### src/rtl/neuron_input_buffer.sv
// Operand staging buffer: serial shift-in or parallel feedback load, broadcast to all neurons of a layer.
// Latency: operands visible 1 cycle after accept/capture; readout registered, 1 cycle after out_rd.
// Backpressure: data_ready drops when FULL or when not in LOAD; out_rd is never stalled.
//
// Ports:
//   clk, rstn          clock, asynchronous active-low reset
//   mode               00 LOAD, 01 HOLD, 10 FEEDBACK, 11 CLEAR
//   data_in/_valid     serial operand stream, handshaked with data_ready
//   neuron_outputs     previous-layer outputs, parallel-loaded when fb_valid in FEEDBACK
//   neuron_inputs      stored operands, channel i at [i*DATA_W +: DATA_W]
//   inputs_valid       buffer is FULL
//   load_count         operands currently held, 0..NUM_CH
//   out_sel/out_rd     readout channel select and request strobe
//   network_output     registered readout value, out_valid high for one cycle per request
module neuron_input_buffer #(
   parameter int DATA_W = 8,
   parameter int NUM_CH = 4,
   parameter int IDX_W  = 2
) (
   input  logic                     clk,
   input  logic                     rstn,
   input  logic [1:0]               mode,
   input  logic [DATA_W-1:0]        data_in,
   input  logic                     data_valid,
   output logic                     data_ready,
   input  logic [NUM_CH*DATA_W-1:0] neuron_outputs,
   input  logic                     fb_valid,
   output logic [NUM_CH*DATA_W-1:0] neuron_inputs,
   output logic                     inputs_valid,
   output logic [IDX_W:0]           load_count,
   input  logic [IDX_W-1:0]         out_sel,
   input  logic                     out_rd,
   output logic [DATA_W-1:0]        network_output,
   output logic                     out_valid
);

   localparam logic [1:0] MODE_LOAD  = 2'b00;
   localparam logic [1:0] MODE_HOLD  = 2'b01;
   localparam logic [1:0] MODE_FB    = 2'b10;
   localparam logic [1:0] MODE_CLEAR = 2'b11;

   localparam logic [IDX_W:0] CNT_FULL = (IDX_W+1)'(NUM_CH);
   localparam logic [IDX_W:0] CNT_ONE  = (IDX_W+1)'(1);

   typedef enum logic [1:0] {
      ST_EMPTY   = 2'd0,
      ST_FILLING = 2'd1,
      ST_FULL    = 2'd2
   } state_t;

   state_t            state_q, state_d;
   logic [IDX_W:0]    cnt_q, cnt_d;
   logic [DATA_W-1:0] ch_q [NUM_CH];
   logic [DATA_W-1:0] ch_d [NUM_CH];

   // Low through reset and until the first clock edge after release, so the
   // handshake cannot complete while the buffer is still coming out of reset.
   logic              run_q;

   logic              accept;
   logic              sel_in_range;

   // ------------------------------------------------------------------
   // Handshake
   // ------------------------------------------------------------------
   assign data_ready = run_q && (mode == MODE_LOAD) && (state_q != ST_FULL);
   assign accept     = data_valid && data_ready;

   // ------------------------------------------------------------------
   // Next-state / datapath
   // ------------------------------------------------------------------
   always_comb begin
      state_d = state_q;
      cnt_d   = cnt_q;
      for (int i = 0; i < NUM_CH; i++) begin
         ch_d[i] = ch_q[i];
      end

      case (mode)
         MODE_LOAD: begin
            // accept already excludes FULL, so a full buffer is never overwritten
            if (accept) begin
               ch_d[0] = data_in;
               for (int i = 1; i < NUM_CH; i++) begin
                  ch_d[i] = ch_q[i-1];
               end
               cnt_d   = cnt_q + CNT_ONE;
               state_d = (cnt_d == CNT_FULL) ? ST_FULL : ST_FILLING;
            end
         end

         MODE_FB: begin
            // Without fb_valid this mode is indistinguishable from HOLD
            if (fb_valid) begin
               for (int i = 0; i < NUM_CH; i++) begin
                  ch_d[i] = neuron_outputs[i*DATA_W +: DATA_W];
               end
               cnt_d   = CNT_FULL;
               state_d = ST_FULL;
            end
         end

         MODE_CLEAR: begin
            for (int i = 0; i < NUM_CH; i++) begin
               ch_d[i] = '0;
            end
            cnt_d   = '0;
            state_d = ST_EMPTY;
         end

         MODE_HOLD: begin
         end

         default: begin
         end
      endcase
   end

   // ------------------------------------------------------------------
   // State registers
   // ------------------------------------------------------------------
   always_ff @(posedge clk or negedge rstn) begin
      if (!rstn) begin
         state_q <= ST_EMPTY;
         cnt_q   <= '0;
         run_q   <= 1'b0;
         for (int i = 0; i < NUM_CH; i++) begin
            ch_q[i] <= '0;
         end
      end else begin
         state_q <= state_d;
         cnt_q   <= cnt_d;
         run_q   <= 1'b1;
         for (int i = 0; i < NUM_CH; i++) begin
            ch_q[i] <= ch_d[i];
         end
      end
   end

   // ------------------------------------------------------------------
   // Status outputs
   // ------------------------------------------------------------------
   assign inputs_valid = (state_q == ST_FULL);
   assign load_count   = cnt_q;

   generate
      for (genvar g = 0; g < NUM_CH; g++) begin : g_bcast
         assign neuron_inputs[g*DATA_W +: DATA_W] = ch_q[g];
      end
   endgenerate

   // ------------------------------------------------------------------
   // Readout port
   // ------------------------------------------------------------------
   // Only reachable when NUM_CH is not a power of two; such selects read 0.
   assign sel_in_range = ({1'b0, out_sel} < CNT_FULL);

   // Reads ch_q, i.e. the content before this edge's shift or feedback.
   always_ff @(posedge clk or negedge rstn) begin
      if (!rstn) begin
         network_output <= '0;
         out_valid      <= 1'b0;
      end else if (out_rd) begin
         out_valid      <= 1'b1;
         network_output <= sel_in_range ? ch_q[out_sel] : '0;
      end else begin
         out_valid      <= 1'b0;
      end
   end

endmodule

### config.mk
export PLATFORM = sky130hd
export DESIGN_NAME = neuron_input_buffer
export DESIGN_NICKNAME = d
export VERILOG_FILES = /design/src/rtl/neuron_input_buffer.sv
export SDC_FILE = /design/constraint.sdc
export NUM_CORES = 1
export LEC_CHECK = 0
export ABC_CLOCK_PERIOD_IN_PS = 1850
export BUFFER_PORTS_ARGS = -buffer_cell sky130_fd_sc_hd__buf_2
export CORE_AREA = 10 10 84 86
export CTS_CLUSTER_SIZE = 8
export DETAILED_ROUTE_END_ITERATION = 12
export DIE_AREA = 0 0 94 96
export PLACE_DENSITY = 0.78
export SYNTH_ARGS = -nofsm -noshare
export SYNTH_HDL_FRONTEND = slang
export SYNTH_SLANG_ARGS = --single-unit
### constraint.sdc
create_clock -name clk -period 1.85 [get_ports clk]
set_input_delay 0.37 -clock clk [delete_from_list [all_inputs] [get_ports clk]]
set_output_delay 0.37 -clock clk [all_outputs]
set_load 0.1 [all_outputs]
---- After elaboration in Yosys (flattened, before gate mapping) ----
Index checks and enable logic that the tools add are counted.
word-level totals
  register bits after elaboration ......... 47
  input bits .............................. 49
  output and inout port bits .............. 46
  word-level logic and storage cells ...... 39
cells by class
  add/sub/neg operators ................... 1
  $lt $le $gt $ge ......................... 1
  eq/ne operators ......................... 7
  mux-type cells .......................... 14
  bitwise gates (word level) .............. 1
  reduce and logical (&&, ||, !) cells .... 6
operators by type and width
  kind                   number
  $pmux W32 S3           1
  $mux W32               2
  $bmux W8 S2            1
  $mux W8                2
  $pmux W3 S3            1
  $eq A2 B2 Y1 const B   3
  $mux W2                3
  $mux W3                2
  $ne A2 B2 Y1 const B   3
  $pmux W2 S3            1
  $add A3 B1 Y3 const B  1
  $eq A3 B3 Y1 const B   1
  $ge A3 B3 Y1 const B   1
  $logic_and A1 B1 Y1    3
  $not A2 Y3             1
  $reduce_and A3 Y1      1
  $reduce_bool A3 Y1     1
  $logic_not A2 Y1       1
  $mux W1                1

---- Longest topological paths before layout ----
Gate-level depths: netlist (run 1).
  word-level depth ........................ 6
  depth in mapped cells ................... 5
  gate-level depth less buffers ........... 4

---- Worst setup path after synthesis (run 1) ----
No wires, ideal clock.
  path type ............................... register to output
  start ................................... register state_q[1]
  end ..................................... output data_ready
  arrival time ............................ 2.767 ns
  data required time ...................... 1.480 ns
  setup slack ............................. -1.287 ns
  stages on the path, launching flop included .. 4
  path buffers ............................ 1
  cells stage by stage .................... dfrtp_1 > nor2b_4 > buf_6 > nor3_1
on the way
  cells in the longest elaborated chain, start to end .. 2
ends and longest elaborated chain
  item                    line  RTL
  start, declared         51    state_t state_q, state_d;
  start signal, assigned  131   state_q <= state_d;
  $ne A2 B2 Y1            66    assign data_ready = run_q && (mode == MODE_LOAD) && (state_q != ST_FULL);
  $logic_and A1 B1 Y1     66
  end, declared           25    output logic data_ready,
No other way between the ends.

---- Worst setup path in the final report (run 1) ----
  start ................................... register state_q[0]
  end ..................................... output inputs_valid
on the way
  cells in the longest elaborated chain, start to end .. 1
ends and longest elaborated chain
  item           line  RTL
  $eq A2 B2 Y1   143   assign inputs_valid = (state_q == ST_FULL);
  end, declared  29    output logic inputs_valid,
No other way between the ends.

==> summary.txt, run 1 <==
Yosys
  – Syn nets: 261
  – Avg Cell Area, Syn: 12.26 um2
  – Synthesized area: 2574 um2
  – FF+latch count, synth: 47
  – Synth cell types: 33
  – Yosys warning count: 0
  – Synthesized instance count: 210
  – Register area share after synthesis: 0.4570

Routing
  – Pre-antenna DRT Iters: 4
  – Via count: 2075
  – Post-Route WL: 7155 um
  – Detailed-route wire length per cell: 19.23 um
  – Final ANT Viol Nets: 0
  – Via density: 5.578
  – DRC: 0
  – Initial DRC Count: 114

Timing
  – Final setup skew: 0.01081 ns
  – Period utilization: 0.9270
  – Max Freq: 583.1 MHz
  – Slew @ Worst Pin: 0.5258 ns
  – Slew Viols, Final: 0
  – Rel. slew slack: 0.6495
  – Final Critical Period: 1.715 ns
  – Unrepaired setup endpoints after global routing: false
  – Setup TNS: 0 ns
  – Hold Fails Final Rpt: 0
  – Setup violators final: 0
  – Smallest hold slack: 0.03650 ns

Clocking
  – CTS resizes: 0
  – Num CTS Buffers: 5
  – Reg clk slew, reported paths: 0.09 ns
  – Setup Buffers After CTS: 0
  – Hold_buf cts: 0
  – CTS tree: yes
  – Root buffer cell: clkbuf_8
  – H-tree levels: 2
  – CTS sink cnt: 47
  – Clk_lat worst skew: 0.30 ns
  – Clk buf depth: 2

Setup path
  – Worst Path Required: 1.48 ns
  – Crit Path Class: flip-flop to primary output
  – CP startpoint: state_q[0]
  – Critical path peak fanout: 6
  – Critical Path End Type: primary output
  – WP data arrival: 1.35 ns
  – Reg2reg start: state_q[1]
  – Startpoint Class: flip-flop

Layout
  – Layout cells sized above 1: 0.4600
  – # fillers: 461
  – ANT cells: 0
  – Synthesis-to-finish area growth: 28.83%
  – Area of the multi-input gates: 1285 um2
  – Most common cell after layout, fill and taps aside: buf_2
  – Register Area: 1179 um2
  – Fin util: 0.6134
  – Most frequent cells in the layout: buf_2, dfrtp_1, nand2b_1
  – Final net count: 350

Die
  – Die Height: 96 um
  – Width of the chip: 94 um
  – Core area: 5405 um2
  – IO Pins: 95
  – Cell Rows: 27
  – Die area: 9024 um2
  – Initial Utilization: 0.4762

Flow run
  – Max-Cap Viols: 0

Power and ir drop
  – Cell Pwr Density: 1329 nW/um2
  – Leakage power: 1.589 nW
  – Worst VDD drop: 0.9020 mV

Global route
  – Total GRT Usage: 0.1566
  – First-pass GRT wire length: 11160 um
  – Vias in the first global route: 2159
  – Initial antenna violation count: 0
  – Total grt overflow: 0
  – Pin count of the biggest net entering global routing: 48

Status
  – Status: finished clean

Worst hold path
  – Tightest Hold Check Type: input pin to async pin

Placed design
  – I/O Buffers: 94
  – Final GP Congestion: 0.8074
  – DP HPWL: 5315 um
## routing by layer
layer / up-vias / routed length [um] / global-route usage
li1: 975 / - / -
met1: 1008 / 3045 / 0.1982
met2: 86 / 3257 / 0.2477
met3: 6 / 795 / 0.06226
met4: 0 / 55 / 0.03418
met5: - / 0 / 0
## flip-flops by register name, summed over array words and instances, names as in the netlist
| name | cells |
|---|---|
| run_q | 1 |
| state_q | 2 |
| neuron_inputs | 32 |
| load_count | 3 |
| network_output | 8 |
| out_valid | 1 |
## worst max-delay path: stages (launching register included)
cell and delay (ns):
dfrtp_1 0.42, nor2b_4 0.24, clkbuf_4 0.39
## path summary, 6_finish.rpt
| path | endpoint | slack, ns | cells past startpoint |
|---|---|---|---|
| setup / recovery | inputs_valid | 0.13 | 2 |
| hold / removal | neuron_inputs[14] | 0.04 | 2 |
| setup reg to reg | state_q[0] | 0.31 | 3 |
| hold reg to reg | network_output[7] | 0.52 | 1 |
| max in group asynchronous | network_output[0] | 1.59 | 2 |
| min in group clk | out_valid | 0.31 | 1 |
## through the flow
step                      power, W  instance area [um2]  std cells  setup WS, ns
after global routing      0.004582                 3316        372       0.08201
after global placement    0.003528                 3181        364        0.1610
after CTS                 0.004426                 3313        372       0.04141
after floorplan           0.003128                 2587        210      0.007230
after detailed placement  0.003559                 3181        364        0.1190
final                     0.004405                 3316        372        0.1350
## cells by family after synthesis
family	count (synthesis)	synth area share
XOR/XNOR	1	0.003404
other	1	0.001457
adder cells (fa/ha/maj)	2	0.009721
buffers and inverters	24	0.04910
multiplexers	19	0.1225
flip-flops	47	0.4570
AND/OR/NAND/NOR	43	0.1104
AO/OA/AOI/OAI	73	0.2465
## where the power goes
part,leakage [nW],switching [W],internal (W)
Clock,0.0654,0.000334,0.000540
Combinational,0.961,0.00164,0.000496
Sequential,0.563,0.000181,0.00121
Total,1.59,0.00216,0.00225
## area by class of cell
| class | instances | share of cell area |
|---|---|---|
| inverters | 3 | 0.003396 |
| clock buffers | 6 | 0.02189 |
| multi-input cells | 139 | 0.3875 |
| well taps | 72 | 0.02717 |
| repair buffers | 103 | 0.1864 |
| flip-flops and latches | 47 | 0.3555 |
| clock inverters | 2 | 0.01811 |
## Yosys cell counts (all sizes together)
library cell / n / area (um2)
o31a: 1 / 8.760
or3: 1 / 6.260
dfrtp: 47 / 1176
nor2b: 3 / 26.27
inv: 3 / 11.26
nor4: 1 / 6.260
conb: 1 / 3.750
a22o: 32 / 280.3
mux2: 11 / 135.1
ha: 2 / 25.02
a21oi: 3 / 15.01
clkbuf: 13 / 48.80
nor3b: 1 / 7.510
xor2: 1 / 8.760
a32oi: 1 / 8.760
o21ai: 1 / 5.000
buf: 8 / 66.31
o22ai: 1 / 6.260
o31ai: 1 / 21.27
nand2b: 35 / 229.0
o22a: 32 / 280.3
a211o: 1 / 8.760
nor3: 1 / 5.000
nor2: 1 / 3.750
mux4: 8 / 180.2
(Power assumes the default switching activity.)
==> inputs of run 2 (changes only) <==
--- a/config.mk
+++ b/config.mk
@@ -12,6 +12,7 @@
 export DETAILED_ROUTE_END_ITERATION = 12
 export DIE_AREA = 0 0 94 96
 export PLACE_DENSITY = 0.78
+export SETUP_SLACK_MARGIN = 0.3
 export SYNTH_ARGS = -nofsm -noshare
 export SYNTH_HDL_FRONTEND = slang
 export SYNTH_SLANG_ARGS = --single-unit
==> summary.txt, run 2 (synthesized netlist as in run 1, its figures left out) <==
Placed design
  – DP HPWL: 5408 um (+1.8%)
  – I/O Buffers: 94 (unchanged)
  – Dpl ws: 0.09215 ns (-0.02684 ns)
  – Final GP Congestion: 0.7874 (-2.5%)
  – Placed insts: 364 (unchanged)

Setup path
  – R2R setup slack: 0.42 ns (+0.11 ns)
  – CP startpoint: state_q[0]
  – CP max stage delay: 0.42 ns (about the same)
  – Worst Path Required: 1.48 ns (about the same)
  – Reg2reg start: state_q[1]
  – Critical Path End Type: primary output
  – Crit path cell chain: nor2b_4 > buf_8
  – Critical path's top delay family: flip-flops
  – Startpoint Class: flip-flop
  – Buffer and inverter count on the worst path: 1 (unchanged)
  – Critical Path Sink: inputs_valid
  – Worst path slowest cell: dfrtp_1
  – WP depth: 2 (unchanged)
  – Critical path peak fanout: 6 (unchanged)
  – Reg2reg end: neuron_inputs[31]
  – FF-to-FF path depth: 4 (+1)
  – WP data arrival: 1.24 ns (-0.11 ns)
  – Crit Path Class: flip-flop to primary output

Clocking
  – H-tree levels: 2 (unchanged)
  – Hold_buf cts: 0 (unchanged)
  – CTS tree: yes
  – CTS sink cnt: 47 (unchanged)
  – Clk_lat worst skew: 0.31 ns (about the same)
  – Num CTS Buffers: 5 (unchanged)
  – Clk buf depth: 2 (unchanged)
  – Root buffer cell: clkbuf_8
  – Reg clk slew, reported paths: 0.08 ns (about the same)

Die
  – Die Height: 96 um (unchanged)
  – IO Pins: 95 (unchanged)
  – Initial Utilization: 0.4762 (unchanged)
  – Width of the chip: 94 um (unchanged)
  – Cell Rows: 27 (unchanged)
  – Die area: 9024 um2 (unchanged)
  – Core area: 5405 um2 (unchanged)

Timing
  – Period utilization: 0.8678 (-0.05928)
  – Final setup skew: 0.008700 ns (-0.002112 ns)
  – Slew Viols, Final: 0 (unchanged)
  – Slew @ Worst Pin: 0.5941 ns (+0.06823 ns)
  – Max Freq: 622.9 MHz (+6.8%)
  – Unrepaired setup endpoints after global routing: true
  – Final Critical Period: 1.605 ns (-0.1097 ns)
  – Hold Fails Final Rpt: 0 (unchanged)
  – Fin worst setup slack: 0.2447 ns (+0.1097 ns)
  – Setup TNS: 0 ns (unchanged)
  – Setup violators final: 0 (unchanged)
  – Rel. slew slack: 0.6040 (-0.04549)

Layout
  – ANT cells: 0 (unchanged)
  – Fin util: 0.6153 (+0.001852)
  – Synthesis-to-finish area growth: 29.22%
  – Layout cells sized above 1: 0.5748 (+0.1148)
  – Register Area: 1225 um2 (+3.9%)
  – Most frequent cells in the layout: buf_2, nand2b_1, dfrtp_2
  – # fillers: 457 (-0.87%)
  – Max reg flops: 32 (unchanged)
  – Area of the multi-input gates: 1290 um2 (+0.39%)
  – Filler-free cell count of the finished design: 373 (+0.27%)
  – Most common cell after layout, fill and taps aside: buf_2
  – Final net count: 351 (+0.29%)

Routing
  – Via count: 2120 (+2.2%)
  – Post-Route WL: 7388 um (+3.3%)
  – Detailed-route wire length per cell: 19.81 um (+3.0%)
  – Via density: 5.684 (+1.9%)
  – Initial DRC Count: 113 (-0.88%)
  – DRC: 0 (unchanged)
  – Pre-antenna DRT Iters: 4 (unchanged)
  – Final ANT Viol Nets: 0 (unchanged)

Global route
  – Initial antenna violation count: 0 (unchanged)
  – Vias in the first global route: 2253 (+4.4%)
  – Pin count of the biggest net entering global routing: 48 (unchanged)
  – First-pass GRT wire length: 11570 um (+3.7%)
  – Total GRT Usage: 0.1626 (+0.006012)
  – Total grt overflow: 0 (unchanged)

Status
  – Status: finished clean

Flow run
  – Max-Cap Viols: 0 (unchanged)

Power and ir drop
  – Sw power: 0.002184 W (+1.1%)
  – Sequential share of power: 0.335 (+0.019)
  – Combinational fraction of design power: 0.510 (+0.024)
  – Clk pwr share: 0.155 (-0.043)
  – Sw Ratio: 0.5151 (+0.02496)
  – Cell Pwr Density: 1275 nW/um2 (-4.1%)
  – Worst VDD drop: 0.6894 mV (-24%)
  – Leakage power: 1.536 nW (-3.3%)
  – Pint: 0.002055 W (-8.5%)

Worst hold path
  – Tightest Hold Check Type: input pin to async pin
-- run 2: changes by cell type in the layout (fill, tap and decap cells not counted), sizes merged --
cell / before / now
clkinvlp: 0 / 1
buf: 102 / 95
clkinv: 0 / 1
clkbuf: 7 / 15
bufinv: 2 / 0
-- run 2: per-stage QoR --
step                      cell area [um2]  total power, W  hold slack, ns
after floorplan                      2655        0.003169         0.07441
after global placement               3164        0.003538          0.4842
after detailed placement             3164        0.003573          0.4913
after CTS                            3296        0.004255          0.1694
after global routing                 3326        0.004416          0.1973
final                                3326        0.004239          0.1487
-- run 2: metal layers --
metal	global-route usage	up-vias	wire [um]
met5	0	-	0
met4	0.04937	0	87
met3	0.06615	9	713
met2	0.2673	80	3550
met1	0.1914	1050	3036
li1	-	981	-
-- run 2: worst min-delay path by stage --
stage / startpoint / endpoint / slack (ns) / depth (start not counted)
after global routing: rstn / neuron_inputs[4] / 0.20 / 2
after floorplan: rstn / load_count[2] / 0.07 / 0
after detailed placement: network_output[3] / network_output[3] / 0.49 / 1
after global placement: network_output[6] / network_output[6] / 0.48 / 1
final: rstn / neuron_inputs[3] / 0.15 / 2
after CTS: rstn / network_output[7] / 0.17 / 2
-- run 2: layout make-up --
class,instances,share of cell area
clock buffers,6,0.02483
clock inverters,2,0.004891
inverters,3,0.003386
multi-input cells,139,0.3879
flip-flops and latches,47,0.3683
well taps,72,0.02709
repair buffers,104,0.1836
-- run 2: repair_timing --
action,CTS,global route
resized for setup,8,11
buffers inserted,1,0
pin swaps,1,0
setup endpoints to repair,6,20
-- run 2: power by group through the flow --
stage / clock network [W] / logic, W / registers [W]
floorplan: 0 / 0.000506 / 0.00266
global placement: 0 / 0.00211 / 0.00143
detailed placement: 0 / 0.00214 / 0.00143
CTS: 0.000678 / 0.00216 / 0.00142
global route: 0.000725 / 0.00225 / 0.00144
finish: 0.000658 / 0.00216 / 0.00142
==> inputs of run 3 (changes only) <==
--- a/config.mk
+++ b/config.mk
@@ -7,11 +7,12 @@
 export LEC_CHECK = 0
 export ABC_CLOCK_PERIOD_IN_PS = 1850
 export BUFFER_PORTS_ARGS = -buffer_cell sky130_fd_sc_hd__buf_2
-export CORE_AREA = 10 10 84 86
+export CORE_AREA = 10 10 83 85
+export CTS_BUF_LIST = sky130_fd_sc_hd__clkbuf_2
 export CTS_CLUSTER_SIZE = 8
 export DETAILED_ROUTE_END_ITERATION = 12
-export DIE_AREA = 0 0 94 96
-export PLACE_DENSITY = 0.78
+export DIE_AREA = 0 0 93 95
+export PLACE_DENSITY = 0.79
 export SETUP_SLACK_MARGIN = 0.3
 export SYNTH_ARGS = -nofsm -noshare
 export SYNTH_HDL_FRONTEND = slang
==> summary.txt, run 3 (synthesized netlist as in run 1, its figures left out) <==
Clocking
  – CTS tree: yes
  – CTS sink cnt: 47 (unchanged)
  – Num CTS Buffers: 5 (unchanged)
  – H-tree levels: 2 (unchanged)
  – Root buffer cell: clkbuf_2
  – Clk_lat worst skew: 0.44 ns (+0.13 ns)
  – Reg clk slew, reported paths: 0.24 ns (+0.16 ns)
  – Clk buf depth: 2 (unchanged)

Setup path
  – Critical path's top delay family: flip-flops
  – Startpoint Class: flip-flop
  – Buffer and inverter count on the worst path: 1 (unchanged)
  – CP startpoint: state_q[1]
  – FF-to-FF path depth: 6 (+2)
  – Critical Path End Type: primary output
  – Worst path slowest cell: dfrtp_1
  – Worst Path Required: 1.48 ns (about the same)
  – Crit path cell chain: nor2b_4 > nor3_4 > buf_12
  – CP max stage delay: 0.45 ns (+0.03 ns)
  – WP depth: 3 (+1)
  – Reg2reg start: state_q[0]
  – Crit Path Class: flip-flop to primary output
  – Critical Path Sink: data_ready
  – Critical path peak fanout: 3 (-3)
  – WP data arrival: 1.40 ns (+0.16 ns)
  – R2R setup slack: 0.31 ns (-0.11 ns)
  – Reg2reg end: neuron_inputs[13]

Routing
  – DRC: 0 (unchanged)
  – Via density: 5.602 (-1.4%)
  – Initial DRC Count: 131 (+16%)
  – Detailed-route wire length per cell: 20.09 um (+1.4%)
  – Via count: 2140 (+0.94%)
  – Final ANT Viol Nets: 0 (unchanged)
  – Post-Route WL: 7674 um (+3.9%)
  – Pre-antenna DRT Iters: 4 (unchanged)

Global route
  – Initial antenna violation count: 0 (unchanged)
  – Vias in the first global route: 2247 (-0.27%)
  – First-pass GRT wire length: 11670 um (+0.89%)
  – Total GRT Usage: 0.1640 (+0.001381)
  – GRT busiest layer: met2
  – Pin count of the biggest net entering global routing: 34 (-29%)
  – Routing usage on met1: 0.1930 (+0.001612)
  – Met3 usage: 0.06027 (-0.005878)
  – Met2 Track Usage GR: 0.2810 (+0.01368)
  – Total grt overflow: 0 (unchanged)

Layout
  – # fillers: 391 (-14%)
  – Layout cells sized above 1: 0.5806 (+0.005894)
  – ANT cells: 0 (unchanged)
  – Max reg flops: 32 (unchanged)
  – Final instance area: 3715 um2 (+12%)
  – Synthesis-to-finish area growth: 44.34%
  – Most common cell after layout, fill and taps aside: buf_2
  – Filler-free cell count of the finished design: 382 (+2.4%)
  – Most frequent cells in the layout: buf_2, buf_6, nand2b_1, dfrtp_2
  – Final net count: 360 (+2.6%)

Timing
  – Max Freq: 566.0 MHz (-9.1%)
  – Setup TNS: 0 ns (unchanged)
  – Fin worst setup slack: 0.08323 ns (-0.1614 ns)
  – Setup violators final: 0 (unchanged)
  – Slew Viols, Final: 0 (unchanged)
  – Hold Fails Final Rpt: 0 (unchanged)
  – Period utilization: 0.9550 (+0.08726)
  – Final Critical Period: 1.767 ns (+0.1614 ns)
  – Unrepaired setup endpoints after global routing: true
  – Final setup skew: 0.01773 ns (+0.009032 ns)

Placed design
  – I/O Buffers: 94 (unchanged)
  – Dpl ws: 0.1983 ns (+0.1062 ns)
  – Final GP Congestion: 0.8346 (+6.0%)
  – DP HPWL: 5417 um (+0.17%)
  – Placed insts: 363 (-0.27%)
  – Placed Area: 3182 um2 (+0.55%)

Die
  – Width of the chip: 93 um (-1.1%)
  – Core area: 5338 um2 (-1.2%)
  – Die area: 8835 um2 (-2.1%)
  – IO Pins: 95 (unchanged)
  – Die Height: 95 um (-1.0%)
  – Initial Utilization: 0.4822 (+0.006027)
  – Cell Rows: 27 (unchanged)

Power and ir drop
  – Cell Pwr Density: 1209 nW/um2 (-5.1%)
  – Leakage power: 1.689 nW (+9.9%)
  – Total power: 0.004493 W (+6.0%)
  – Worst VDD drop: 0.6900 mV (about the same)

Flow run
  – Max-Cap Viols: 0 (unchanged)

Status
  – Status: finished clean

Worst hold path
  – Tightest Hold Check Type: input pin to flip-flop
[run 3: power by group]
part	switching, W	internal, W
Clock	0.000333	0.000222
Sequential	0.000222	0.00124
Combinational	0.00168	0.000802
Total	0.00223	0.00226
[run 3: metal layers]
layer	routed length, um	share of wire
met2	3947	0.51
met4	56	0.0073
met5	0	0
met1	3096	0.40
met3	574	0.075
[run 3: worst min path at each step]
stage               depth (start not counted)   start          endpoint  slack (ns)
finish                                      1  out_rd         out_valid        0.12
global route                                1  out_rd         out_valid        0.09
CTS                                         1  out_rd         out_valid        0.13
detailed placement                          1    rstn  neuron_inputs[6]        0.34
global placement                            1    rstn  neuron_inputs[3]        0.34
floorplan                                   0    rstn     load_count[2]        0.07
[run 3: worst register-to-register path, stage by stage (launching register included)]
cell and delay (ns):
dfrtp_1 0.47, nor2b_4 0.23, buf_6 0.15, o31ai_4 0.07
buf_12 0.16, clkbuf_16 0.17, o22a_1 0.20
[run 3: timing repair]
item,4_1_cts,5_1_grt
setup endpoints to repair,46,78
pin swaps,1,1
resized for setup,61,46
setup buffers,3,6
cloned,0,1
hold endpoints to repair,18,0
hold buffers,1,0
[run 3: stage by stage]
stage               utilization  hold WS [ns]
global placement         0.5961        0.3435
floorplan                     -       0.07441
global route             0.6960       0.09269
finish                   0.6960        0.1234
CTS                      0.6467        0.1264
detailed placement       0.5961        0.3448
[run 3: final cells by class]
class	instances	area, um2	area share
Multi-Input combinational cell	139	1290	0.3473
Inverter	3	11.26	0.003031
Sequential cell	47	1225	0.3297
Clock inverter	3	38.79	0.01044
Clock buffer	5	25.02	0.006736
Timing Repair Buffer	113	1035	0.2785
Tap cell	72	90.09	0.02425
